**src/rtl/servo_pkg.sv**
```systemverilog
// servo_pkg: register map, reset constants and width helpers shared by the
// servo PWM sequencer.
package servo_pkg;

    // Avalon word addresses
    localparam logic [1:0] REG_CTRL   = 2'd0;
    localparam logic [1:0] REG_STATUS = 2'd1;
    localparam logic [1:0] REG_PULSE0 = 2'd2;
    localparam logic [1:0] REG_PULSE1 = 2'd3;

    // Neutral servo position loaded into both width registers at reset
    localparam logic [15:0] WIDTH_RESET_US = 16'd1500;

    // STATUS layout
    localparam int STATUS_PEND_LSB = 0;
    localparam int STATUS_TOG_BIT  = 8;

    // Limit a requested width to the legal servo range
    function automatic logic [15:0] clamp_us(input logic [15:0] w,
                                             input logic [15:0] lo,
                                             input logic [15:0] hi);
        if (w < lo) begin
            return lo;
        end else if (w > hi) begin
            return hi;
        end
        return w;
    endfunction

    // Move cur toward tgt by at most step
    function automatic logic [15:0] slew_toward(input logic [15:0] cur,
                                                input logic [15:0] tgt,
                                                input logic [15:0] step);
        if (tgt > cur) begin
            return (tgt - cur > step) ? cur + step : tgt;
        end
        return (cur - tgt > step) ? cur - step : tgt;
    endfunction

endpackage

```
**src/rtl/servo_pwm_sequencer_us_tick_gen.sv**
```systemverilog
// us_tick_gen: divides the system clock down to a one-cycle pulse every
// microsecond. CLK_HZ must be a whole multiple of 1 MHz.
module us_tick_gen #(
    parameter int CLK_HZ = 50_000_000
) (
    input  logic clk,
    input  logic reset,
    output logic tick
);

    localparam int DIV = CLK_HZ / 1_000_000;
    localparam int CW  = (DIV > 1) ? $clog2(DIV) : 1;
    localparam logic [CW-1:0] TERMINAL = CW'(DIV - 1);

    logic [CW-1:0] count;

    assign tick = (count == TERMINAL);

    // Prescaler: count 0..DIV-1 and restart after the terminal count
    always_ff @(posedge clk) begin
        // NOTE: sequential state is always assigned with <= so every register
        // samples the pre-edge values of its neighbours.
        if (reset) begin
            count <= '0;
        end else if (tick) begin
            count <= '0;
        end else begin
            count <= count + 1'b1;
        end
    end

endmodule

```
**src/rtl/servo_pwm_sequencer.sv**
```systemverilog
// servo_pwm_sequencer: Avalon-MM slave driving two hobby-servo PWM outputs
// inside a common PERIOD_US frame, channel 1 delayed by STAGGER_US.
// Widths written over the bus are held pending and committed at frame start.
// Build option SERVO_SLEW_EN: each commit moves the active width toward the
// target by at most SLEW_US instead of jumping straight to it.
module servo_pwm_sequencer #(
    parameter int CLK_HZ     = 50_000_000,
    parameter int PERIOD_US  = 20000,
    parameter int MIN_US     = 1000,
    parameter int MAX_US     = 2000,
    parameter int STAGGER_US = 2500,
    parameter int SLEW_US    = 10
) (
    input  logic        clk,
    input  logic        reset,
    input  logic [1:0]  address,
    input  logic        read,
    input  logic        write,
    input  logic [31:0] writedata,
    output logic [31:0] readdata,
    output logic [1:0]  servo_out
);

    import servo_pkg::*;

    localparam int FW = (PERIOD_US > 1) ? $clog2(PERIOD_US) : 1;
    localparam logic [FW-1:0] FRAME_LAST = FW'(PERIOD_US - 1);
    localparam logic [15:0]   MIN16      = 16'(MIN_US);
    localparam logic [15:0]   MAX16      = 16'(MAX_US);

    logic          tick;
    logic          frame_wrap;
    logic [FW-1:0] frame_us;
    logic          frame_tog;
    logic [1:0]    ctrl;
    logic [1:0]    en_act;
    logic [1:0]    en_next;
    logic [1:0]    pend;
    logic [1:0]    pend_next;
    logic [1:0]    wr_pulse;
    logic          wr_ctrl;
    logic [1:0]    window;
    logic [31:0]   rd_mux;
    logic [15:0]   width_pend [2];
    logic [15:0]   width_act  [2];
    logic [15:0]   target     [2];
    logic [15:0]   width_next [2];

    // Upper write-data bits have no register behind them
    logic unused_wdata;
    assign unused_wdata = ^writedata[31:16];

    us_tick_gen #(
        .CLK_HZ(CLK_HZ)
    ) u_tick (
        .clk  (clk),
        .reset(reset),
        .tick (tick)
    );

    // The edge that wraps frame_us back to 0 is the commit edge
    assign frame_wrap  = tick && (frame_us == FRAME_LAST);
    assign wr_ctrl     = write && (address == REG_CTRL);
    assign wr_pulse[0] = write && (address == REG_PULSE0);
    assign wr_pulse[1] = write && (address == REG_PULSE1);

    // Frame position in microseconds
    always_ff @(posedge clk) begin
        if (reset) begin
            frame_us <= '0;
        end else if (frame_wrap) begin
            frame_us <= '0;
        end else if (tick) begin
            frame_us <= frame_us + 1'b1;
        end
    end

    // Next committed widths, enables and pending flags
    always_comb begin
        // NOTE: every signal driven here gets a default first so no path
        // leaves it unassigned and no latch is inferred.
        en_next   = en_act;
        pend_next = pend;
        for (int ch = 0; ch < 2; ch++) begin
            target[ch] = clamp_us(width_pend[ch], MIN16, MAX16);
`ifdef SERVO_SLEW_EN
            width_next[ch] = slew_toward(width_act[ch], target[ch], 16'(SLEW_US));
`else
            width_next[ch] = target[ch];
`endif
            // A bus write in the commit cycle re-arms the flag for the next frame
            if (frame_wrap && (width_next[ch] == target[ch])) begin
                pend_next[ch] = 1'b0;
            end
            if (wr_pulse[ch]) begin
                pend_next[ch] = 1'b1;
            end
        end
        if (frame_wrap) begin
            en_next = ctrl;
        end
        // Disabling a channel acts immediately; enabling waits for a commit
        if (wr_ctrl) begin
            en_next = en_next & writedata[1:0];
        end
    end

`ifndef SERVO_SLEW_EN
    // Rate limit only exists in the slew build
    logic unused_slew;
    assign unused_slew = ^16'(SLEW_US);
`endif

    // Bus-visible registers and the frame-start commit
    always_ff @(posedge clk) begin
        if (reset) begin
            ctrl      <= '0;
            en_act    <= '0;
            pend      <= '0;
            frame_tog <= 1'b0;
            for (int ch = 0; ch < 2; ch++) begin
                width_pend[ch] <= WIDTH_RESET_US;
                width_act[ch]  <= WIDTH_RESET_US;
            end
        end else begin
            en_act <= en_next;
            pend   <= pend_next;
            if (wr_ctrl) begin
                ctrl <= writedata[1:0];
            end
            if (frame_wrap) begin
                frame_tog <= ~frame_tog;
            end
            for (int ch = 0; ch < 2; ch++) begin
                if (frame_wrap) begin
                    width_act[ch] <= width_next[ch];
                end
                if (wr_pulse[ch]) begin
                    width_pend[ch] <= writedata[15:0];
                end
            end
        end
    end

    // Pulse windows: [off, off + width) measured from frame start
    always_comb begin
        window = '0;
        for (int ch = 0; ch < 2; ch++) begin
            window[ch] = en_act[ch]
                && (32'(frame_us) >= 32'(ch * STAGGER_US))
                && (32'(frame_us) <  32'(ch * STAGGER_US) + 32'(width_act[ch]));
        end
    end

    // Registered PWM outputs
    always_ff @(posedge clk) begin
        if (reset) begin
            servo_out <= '0;
        end else begin
            servo_out <= window;
        end
    end

    // Read mux; reads see register contents from before a same-cycle write
    always_comb begin
        rd_mux = '0;
        case (address)
            REG_CTRL: rd_mux[1:0] = ctrl;
            REG_STATUS: begin
                rd_mux[STATUS_PEND_LSB +: 2] = pend;
                rd_mux[STATUS_TOG_BIT]       = frame_tog;
            end
            REG_PULSE0: rd_mux[15:0] = width_pend[0];
            REG_PULSE1: rd_mux[15:0] = width_pend[1];
            default:    rd_mux = '0;
        endcase
    end

    // Read data register, held between reads
    always_ff @(posedge clk) begin
        if (reset) begin
            readdata <= '0;
        end else if (read) begin
            readdata <= rd_mux;
        end
    end

endmodule

```
**config.mk**
```make
export PLATFORM = sky130hd
export DESIGN_NAME = servo_pwm_sequencer
export DESIGN_NICKNAME = d
export VERILOG_FILES = /design/src/rtl/servo_pkg.sv /design/src/rtl/servo_pwm_sequencer_us_tick_gen.sv /design/src/rtl/servo_pwm_sequencer.sv
export SDC_FILE = /design/constraint.sdc
export NUM_CORES = 1
export LEC_CHECK = 0
export ABC_AREA = 1
export CAP_MARGIN = 20
export CELL_PAD_IN_SITES_DETAIL_PLACEMENT = 0
export CELL_PAD_IN_SITES_GLOBAL_PLACEMENT = 1
export CORE_ASPECT_RATIO = 1.75
export CORE_UTILIZATION = 42
export DETAILED_ROUTE_END_ITERATION = 16
export PLACE_DENSITY_LB_ADDON = 0.1
export SETUP_SLACK_MARGIN = 0.5
export SLEW_MARGIN = 20
export SYNTH_ARGS = -nofsm -noshare
export SYNTH_HDL_FRONTEND = slang
export SYNTH_SLANG_ARGS = --single-unit
```
**constraint.sdc**
```tcl
create_clock -name clk -period 2.7 [get_ports clk]
set_clock_uncertainty 0.1 [all_clocks]
set_input_delay 0.81 -clock clk [delete_from_list [all_inputs] [get_ports clk]]
set_output_delay 0.81 -clock clk [all_outputs]
set_load 0.01 [all_outputs]
```
# Word level (Yosys, flattened, before mapping)
# Memory sizes are Yosys's and may differ from the RTL's.
# Index checks and enable logic that the tools add are counted.
# word_totals
regBits	46
mem_bits_rw	64
inputBits	38
out_inout_bits	34
elab_cells	78
mem_count	2
# mem_list
name	depth	word_bits	read_ports	rd_clocked_by_memory_dff	write_ports	line	rtl
width_act	2	16	2	0	2	servo_pwm_sequencer.sv:45	logic [15:0] width_act [2];
width_pend	2	16	2	0	2	servo_pwm_sequencer.sv:44	logic [15:0] width_pend [2];
# op_classes
addsub	3
order_cmp	7
eq_ne	5
n_mux	34
bitwise	6
reduce_logical	12
# op_table
operator	count
$mux 16	10
$gt 16x11->1 const B	2
$lt 16x10->1 const B	2
$mux 1	18
$add 12x16->17 const A	1
$lt 15x17->1	1
$lt 15x16->1	1
$add 15x1->15 const B	1
$eq 15x15->1 const B	1
$ge 15x12->1 const B	1
$pmux 7 s2	1
$pmux 6 s2	1
$pmux 2 s4	1
$logic_and 1x1->1	7
$add 6x1->6 const B	1
$eq 6x6->1 const B	1
$eq 2x2->1 const B	2
$mux 2	2
$or 1x1->1	4
$reduce_bool 2->1	2
$reduce_or 2->1	2
$pmux 1 s3	1
$and 2x2->2	1
$eq 2x1->1 const B	1
2 further kinds	2

# Depth between registers and ports, before layout
# Gate-level depths: netlist of the first run.
# logic_depth
ltp_word	6
mapped_depth	15
mapped_depth_nobuf	15

# Cells and area by module
# Synthesis of the first run repeated with hierarchy kept, for this count alone.
# unflattened
cells_unflattened	655
area_unflattened_um2	5748.0
# modules_own_cells
mod	n_inst	cells_per_inst	area_per_inst_um2	seq_area_each_um2
servo_pwm_sequencer	1	621	5465.2	2722.6
us_tick_gen	1	34	282.8	120.1

# Worst setup path after synthesis of the first run
# OpenSTA, ideal clock, no wires.
# synth_timing
path_kind	flip-flop to flip-flop
from	register frame_us[1]
to	memory width_act[0][0] (enable)
setup_time_ps	377
arrival_time_ps	1754
required_ps	2223
path_slack_ps	468
stages_incl_launch_ff	9
path_buffers	1
period_less_slack_ps	2232
path_cell_list	dfxtp_1 ha_1 nand2_1 nor2_1 nand4_1 nor2_4 nand2_4 nand2_2 buf_2
# synth_rtl
element	line	rtl
start, declared	servo_pwm_sequencer.sv:33	logic [FW-1:0] frame_us;
start signal, assigned	servo_pwm_sequencer.sv:74	frame_us <= frame_us + 1'b1;
end, declared	servo_pwm_sequencer.sv:45	

==> results of run 1 <==
[registers in the layout, summed over array words and instances (netlist names)]
register	flops
frame_tog	1
readdata	16
ctrl	2
pend	2
frame_us	15
width_pend	32
u_tick.count	6
servo_out	2
width_act	32
en_act	2
[cell type report]
cell class	instances	share of cell area
timing repair inverter	1	0.000724
timing repair buffer	63	0.0912
tap	174	0.0315
clock inverter	7	0.0105
clock buffer	9	0.0326
multi-input combinational	409	0.353
sequential	110	0.412
inverter	126	0.0684
[report_power, final]
part           switching [W]  leakage, nW  internal, W
clock network       0.000625        0.142     0.000722
registers          0.0000472        0.961      0.00185
logic               0.000193         2.00     0.000136
total               0.000865         3.10      0.00271
[repair_timing]
| item | 4_1_cts | 5_1_grt |
|---|---|---|
| endpoints found under the setup margin | 32 | 32 |
| pin swaps | 0 | 6 |
| gates cloned | 0 | 1 |
| gates resized for setup | 4 | 29 |
| hold buffers | 0 | 0 |
| buffers inserted | 1 | 5 |
| hold endpoints to repair | 0 | 0 |
[through the flow]
step / worst slack [ps] / power (W) / cell area (sq um) / util
6_report: 482 / 0.00357 / 6920 / 0.519
5_1_grt: 362 / 0.00372 / 6920 / 0.519
4_1_cts: 421 / 0.00361 / 6750 / 0.507
3_5_place_dp: 57.8 / 0.00226 / 6440 / 0.484
3_3_place_gp: 66.9 / 0.00225 / 6440 / 0.484
2_1_floorplan: 609 / 0.00211 / 5820 / -
[layout by cell type (no fill, tap or decap), drive strengths merged, types with 7 or more instances in the layout]
cell           count
a21oi             32
clkdlybuf4s50     35
inv              127
conb              26
edfxtp            64
dfxtp             46
buf               24
nand4             10
o221ai            11
xor2              13
or2                7
o211ai             7
ha                33
clkbuf             9
nor3              15
nor2              71
nand2             96
nand3             29
o21ai             34
[routing by layer]
layer	up-vias	wire length, um	part of all wire	track usage
li1	2237	-	-	-
met1	2030	4700	0.35	0.191
met2	82	7730	0.58	0.388
met3	34	377	0.028	0.0384
met4	0	594	0.044	0.105
met5	-	0	0	0
[worst reg2reg max path: cells and delay by family (launching register included)]
kind / cells / cell delay, ps
flip-flops: 1 / 470
AND/OR/NAND/NOR: 7 / 460
buffers and inverters: 1 / 60
adder cells (fa/ha/maj): 2 / 540
AO/OA/AOI/OAI: 2 / 320
XOR/XNOR: 1 / 170
[path summary, 6_finish.rpt]
kind	endpoint	slack (ps)	cells after the start	start
worst min-delay path	u_tick.count[0]	390	1	u_tick.count[0]
worst max register to register	servo_out[1]	480	13	width_act[0][19]
worst max-delay path	servo_out[1]	480	13	width_act[0][19]
worst min register to register	u_tick.count[0]	390	1	u_tick.count[0]
[cells by family after synthesis]
logic type | count (synthesis)
and+or+nand+nor | 232
buffers and inverters | 153
DFF | 110
AOI/OAI and AO/OA | 101
adders and majority gates | 33
xor gates and xnor gates | 17
other | 1
==> results.cfg, run 1 <==
[sta]
period_needed_ps = 2220
tns_ps = 0
worst_hold_slack_ps = 385
grt_setup_unrepaired = true
final_hold_viol_count = 0
clock.fmax_mhz = 451
final_max_slew_viol_count = 0
timing.final.crit_share = 0.821
setup_viol = 0

[synthesis]
post_synth_and_or_nand_nor_area_fraction = 0.186
edff_count_synth = 64
synth-xor-area-share = 0.0260
yosys.cell_types.count = 40
post_synth_instance_area_sq_mm = 0.00572
yosys.area_share.adder = 0.0722
sequential_to_total_area_share_from_yosys_stat = 0.497
syn_area_per_cell_sq_um = 8.84
synth_top_cells_by_count = inv_1, nand2_1, edfxtp_1, nor2_1, dfxtp_1
synth_top_family_by_area = simple AND/OR/NAND/NOR gates
synth_flop_cell = edfxtp_1
synth_compound_gate_area_share = 0.106
synth_mux_area_frac = 0
yosys_warn_count = 0
asyncSetResetFlopFracSynth = 0
synth_largest_area_cell = edfxtp_1
flops_latches_synth = 110
post_synth_main_area_contributors = edfxtp_1, dfxtp_1, inv_1
synthCells = 647
yosysMostFrequentCell = inv_1
synth_top_area_frac = 0.336

[place]
placement.io_buffers = 39
place.detailed.instances = 876
place_congestion = 0.851
place_hpwl_um = 10200

[clock_network]
worst_skew_pair_later_pin_latency_ps = 350
numClockSinks = 110
cts_tree = built
cts-root-buf = clkbuf_16
cts_max_level = 3
path_clk_slew_ps = 70
cts_made_buffers = 9
cts-root-to-sink-buffers = 2

[power]
peak_vdd_ir_mv = 0.381
cellLeakagePower_nw = 3.10
power_density_mw_per_mm2 = 517

[setup_path]
critical_path_required_ps = 2840
cp_max_fo = 3
critPathTopFamily = adder cells
category_of_the_critical_setup_timing_path = reg -> reg
slowest_delay_ps = 470
cp_data_arrival_time_ps = 2360
crit_slowest_cell = edfxtp_1
cp-start-kind = flop
critPathBufInv = 1
worst_path_most_repeated_cell = nand2_1
timing.critical_path.to_type = flop
path_cells = ha_4 > nand3_4 > nand3_4 > nand2_4 > nand2_4 > xor2_2 > ha_1 > inv_1 > o31a_1 > nand2_1 > nand2_1 > nand2_1 > a21oi_1

[routing]
totalWireLength_um = 13400
routed_wire_length_per_instance_um = 14.9
ant_nets = 0
vias_per_cell = 4.88
detailedRoute.firstPassIterationCount = 4
count_of_routing_violations_after_the_opening_detailed_route_iteration = 126
remaining_drc_errors = 0
dr_total_vias = 4383

[global_route]
grt-ovfl-total = 0
grt_start_max_net_pins = 32
groute.usage.overall = 0.198
number_of_antenna_violations_at_the_first_check_in_global_routing = 0
number_of_global_route_vias_before_repair = 4416
first_pass_grt_wire_length_um = 21500

[worst_hold_path]
hold_class = reg -> reg

[final_layout]
drive_above_1_share = 0.113
multi_input_comb_area_sq_mm = 0.00244
n_antenna_cell = 0
area.sequential_sq_mm = 0.00285
n_fill_cell = 1283
final_cell_count_no_fill = 899
final_net_count = 791
areaGrowthSynthToFinish_pct = 20.9

[floorplan]
fp.dieArea_sq_mm = 0.0141
floorplan.initialDensity = 0.430
num_io_pins = 72
die_y_um = 156
chipWidth_um = 90.2
design.core.area_sq_mm = 0.0133
std_cell_rows = 56

[run]
maxCapViolations = 0

[run_status]
outcome = finished, final reports clean
(Power assumes the default switching activity.)
==> inputs of run 2 (changes only) <==
==> constraint.sdc (replaced) <==
create_clock -name clk -period 2.3 [get_ports clk]
set_clock_uncertainty 0.1 [all_clocks]
set_input_delay 0.69 -clock clk [delete_from_list [all_inputs] [get_ports clk]]
set_output_delay 0.69 -clock clk [all_outputs]
set_load 0.01 [all_outputs]
==> run 2 against run 1 <==
Effect of this change:
- highest routed layer unchanged
- worst setup slack got worse by 350 ps
- largest cell class unchanged
- critical path type unchanged
- sequential power rose by 17%
- first-iteration DRC count fell by 5.6%
- combinational power rose by 35%
==> results.cfg, run 2 (same netlist as run 1, synthesis figures left out) <==
[setup_path]
cp-start-kind = flop
critical_path_required_ps = 2480
category_of_the_critical_setup_timing_path = reg -> reg
worst_r2r_path_depth = 13
crit_slowest_cell = edfxtp_1
worst_path_most_repeated_cell = nand2_2
slowest_delay_ps = 460
timing.critical_path.to_type = flop
cp_max_fo = 3
cp_data_arrival_time_ps = 2350
path_cells = ha_4 > nand3_4 > nand3_4 > nand2_2 > nand2_2 > xor2_1 > ha_1 > a21oi_2 > o31a_1 > nand2_1 > nand2_1 > nand2_2 > a21oi_2

[clock_network]
worst_skew_pair_later_pin_latency_ps = 350
cts-root-buf = clkbuf_16
cts_tree = built
cts_made_buffers = 9
cts_max_level = 3
numClockSinks = 110
cts_hold_buf = 0
cts-root-to-sink-buffers = 2
path_clk_slew_ps = 70

[floorplan]
fp.dieArea_sq_mm = 0.0141
std_cell_rows = 56
floorplan.initialDensity = 0.430
num_io_pins = 72
die_y_um = 156
design.core.area_sq_mm = 0.0133
chipWidth_um = 90.2

[sta]
period_needed_ps = 2170
grt_setup_unrepaired = true
final_hold_viol_count = 0
setup_viol = 0
timing.final.crit_share = 0.942
clock.fmax_mhz = 461
final_max_slew_viol_count = 0

[final_layout]
reg.largest.list = width_act x32, width_pend x32, readdata x16
final_net_count = 827
mostFrequentLayoutCell = inv_1
n_antenna_cell = 0
areaGrowthSynthToFinish_pct = 29.8
mostFrequentLayoutCells = inv_1, nand2_1, edfxtp_1, nor2_1, buf_4
finalCoreUtilization = 0.558
drive_above_1_share = 0.209
final_cell_count_no_fill = 935

[worst_hold_path]
hold_class = reg -> reg
worstHoldPathCells = 1

[place]
place.detailed.instances = 895
placement.io_buffers = 39
place_hpwl_um = 10600
place_congestion = 0.869

[routing]
remaining_drc_errors = 0
vias_per_cell = 4.89
count_of_routing_violations_after_the_opening_detailed_route_iteration = 119
detailedRoute.firstPassIterationCount = 4
totalWireLength_um = 14200
ant_nets = 0
dr_total_vias = 4570
routed_wire_length_per_instance_um = 15.1

[global_route]
number_of_antenna_violations_at_the_first_check_in_global_routing = 0
groute.usage.overall = 0.207
number_of_global_route_vias_before_repair = 4572
grt-ovfl-total = 0
first_pass_grt_wire_length_um = 22300
grt_start_max_net_pins = 32

[power]
cellLeakagePower_nw = 3.37
peak_vdd_ir_mv = 0.478
report.power.total_w = 0.00411
power_density_mw_per_mm2 = 554

[run]
maxCapViolations = 0

[run_status]
outcome = finished, final reports clean
## run 2: cell types whose count changed in the layout (fill, tap and decap cells not counted), moves of 6 or more
cell and delta:
buf_6 +8, nor2_4 +6, nand2_2 +9, clkdlybuf4s50_1 -18
nand2_1 -11, or2_2 -6, buf_4 +25, dlygate4sd2_1 +14
inv_1 -6, or2_4 +6, nor2_1 -10
## run 2: where the power goes
group / total [W] / leakage (nW) / switching (W) / internal, W
clock network: 0.00144 / 0.130 / 0.000702 / 0.000739
logic: 0.000443 / 2.28 / 0.000253 / 0.000190
registers: 0.00223 / 0.961 / 0.0000550 / 0.00217
total: 0.00411 / 3.37 / 0.00101 / 0.00310
## run 2: path summary, 6_finish.rpt
| check | startpoint | to | slack, ps |
|---|---|---|---|
| min | u_tick.count[0] | u_tick.count[0] | 360 |
| min reg2reg | u_tick.count[0] | u_tick.count[0] | 360 |
| max | width_act[0][18] | servo_out[1] | 130 |
| max reg2reg | width_act[0][18] | servo_out[1] | 130 |
## run 2: layer usage
metal	vias up	part of all wire	GRT usage
li1	2305	-	-
met1	2145	0.34	0.194
met2	88	0.60	0.425
met3	32	0.023	0.0272
met4	0	0.037	0.110
met5	-	0	0
## run 2: stage by stage
step	worst slack, ps	TNS, ps	hold slack, ps	instance area, sq um
6_report	132	0	358	7420
5_1_grt	-26.1	-26.1	377	7420
4_1_cts	148	0	362	7230
3_5_place_dp	-233	-6400	369	6650
3_3_place_gp	-237	-6510	361	6650
2_1_floorplan	318	0	334	5880
## run 2: area by class of cell
cell class                 count  area (sq um)
tap                          174           218
fill                        1211          5890
sequential                   110          2850
multi-input combinational    409          2620
timing repair buffer          99           967
clock inverter                 5          35.0
inverter                     126           490
timing repair inverter         1          7.51
clock buffer                  11           233
## run 2: worst max-delay path, delay by kind of cell, from the launching register on
kind	cells	cell delay (ps)
flops	1	460
simple gates	7	480
fa+ha+maj	2	550
compound gates	3	380
xor+xnor	1	150
## run 2: repair_timing
item,4_1_cts,5_1_grt
gates resized for setup,80,41
setup endpoints to repair,159,94
buffers inserted,14,7
pin swaps,22,28
cloned,3,0
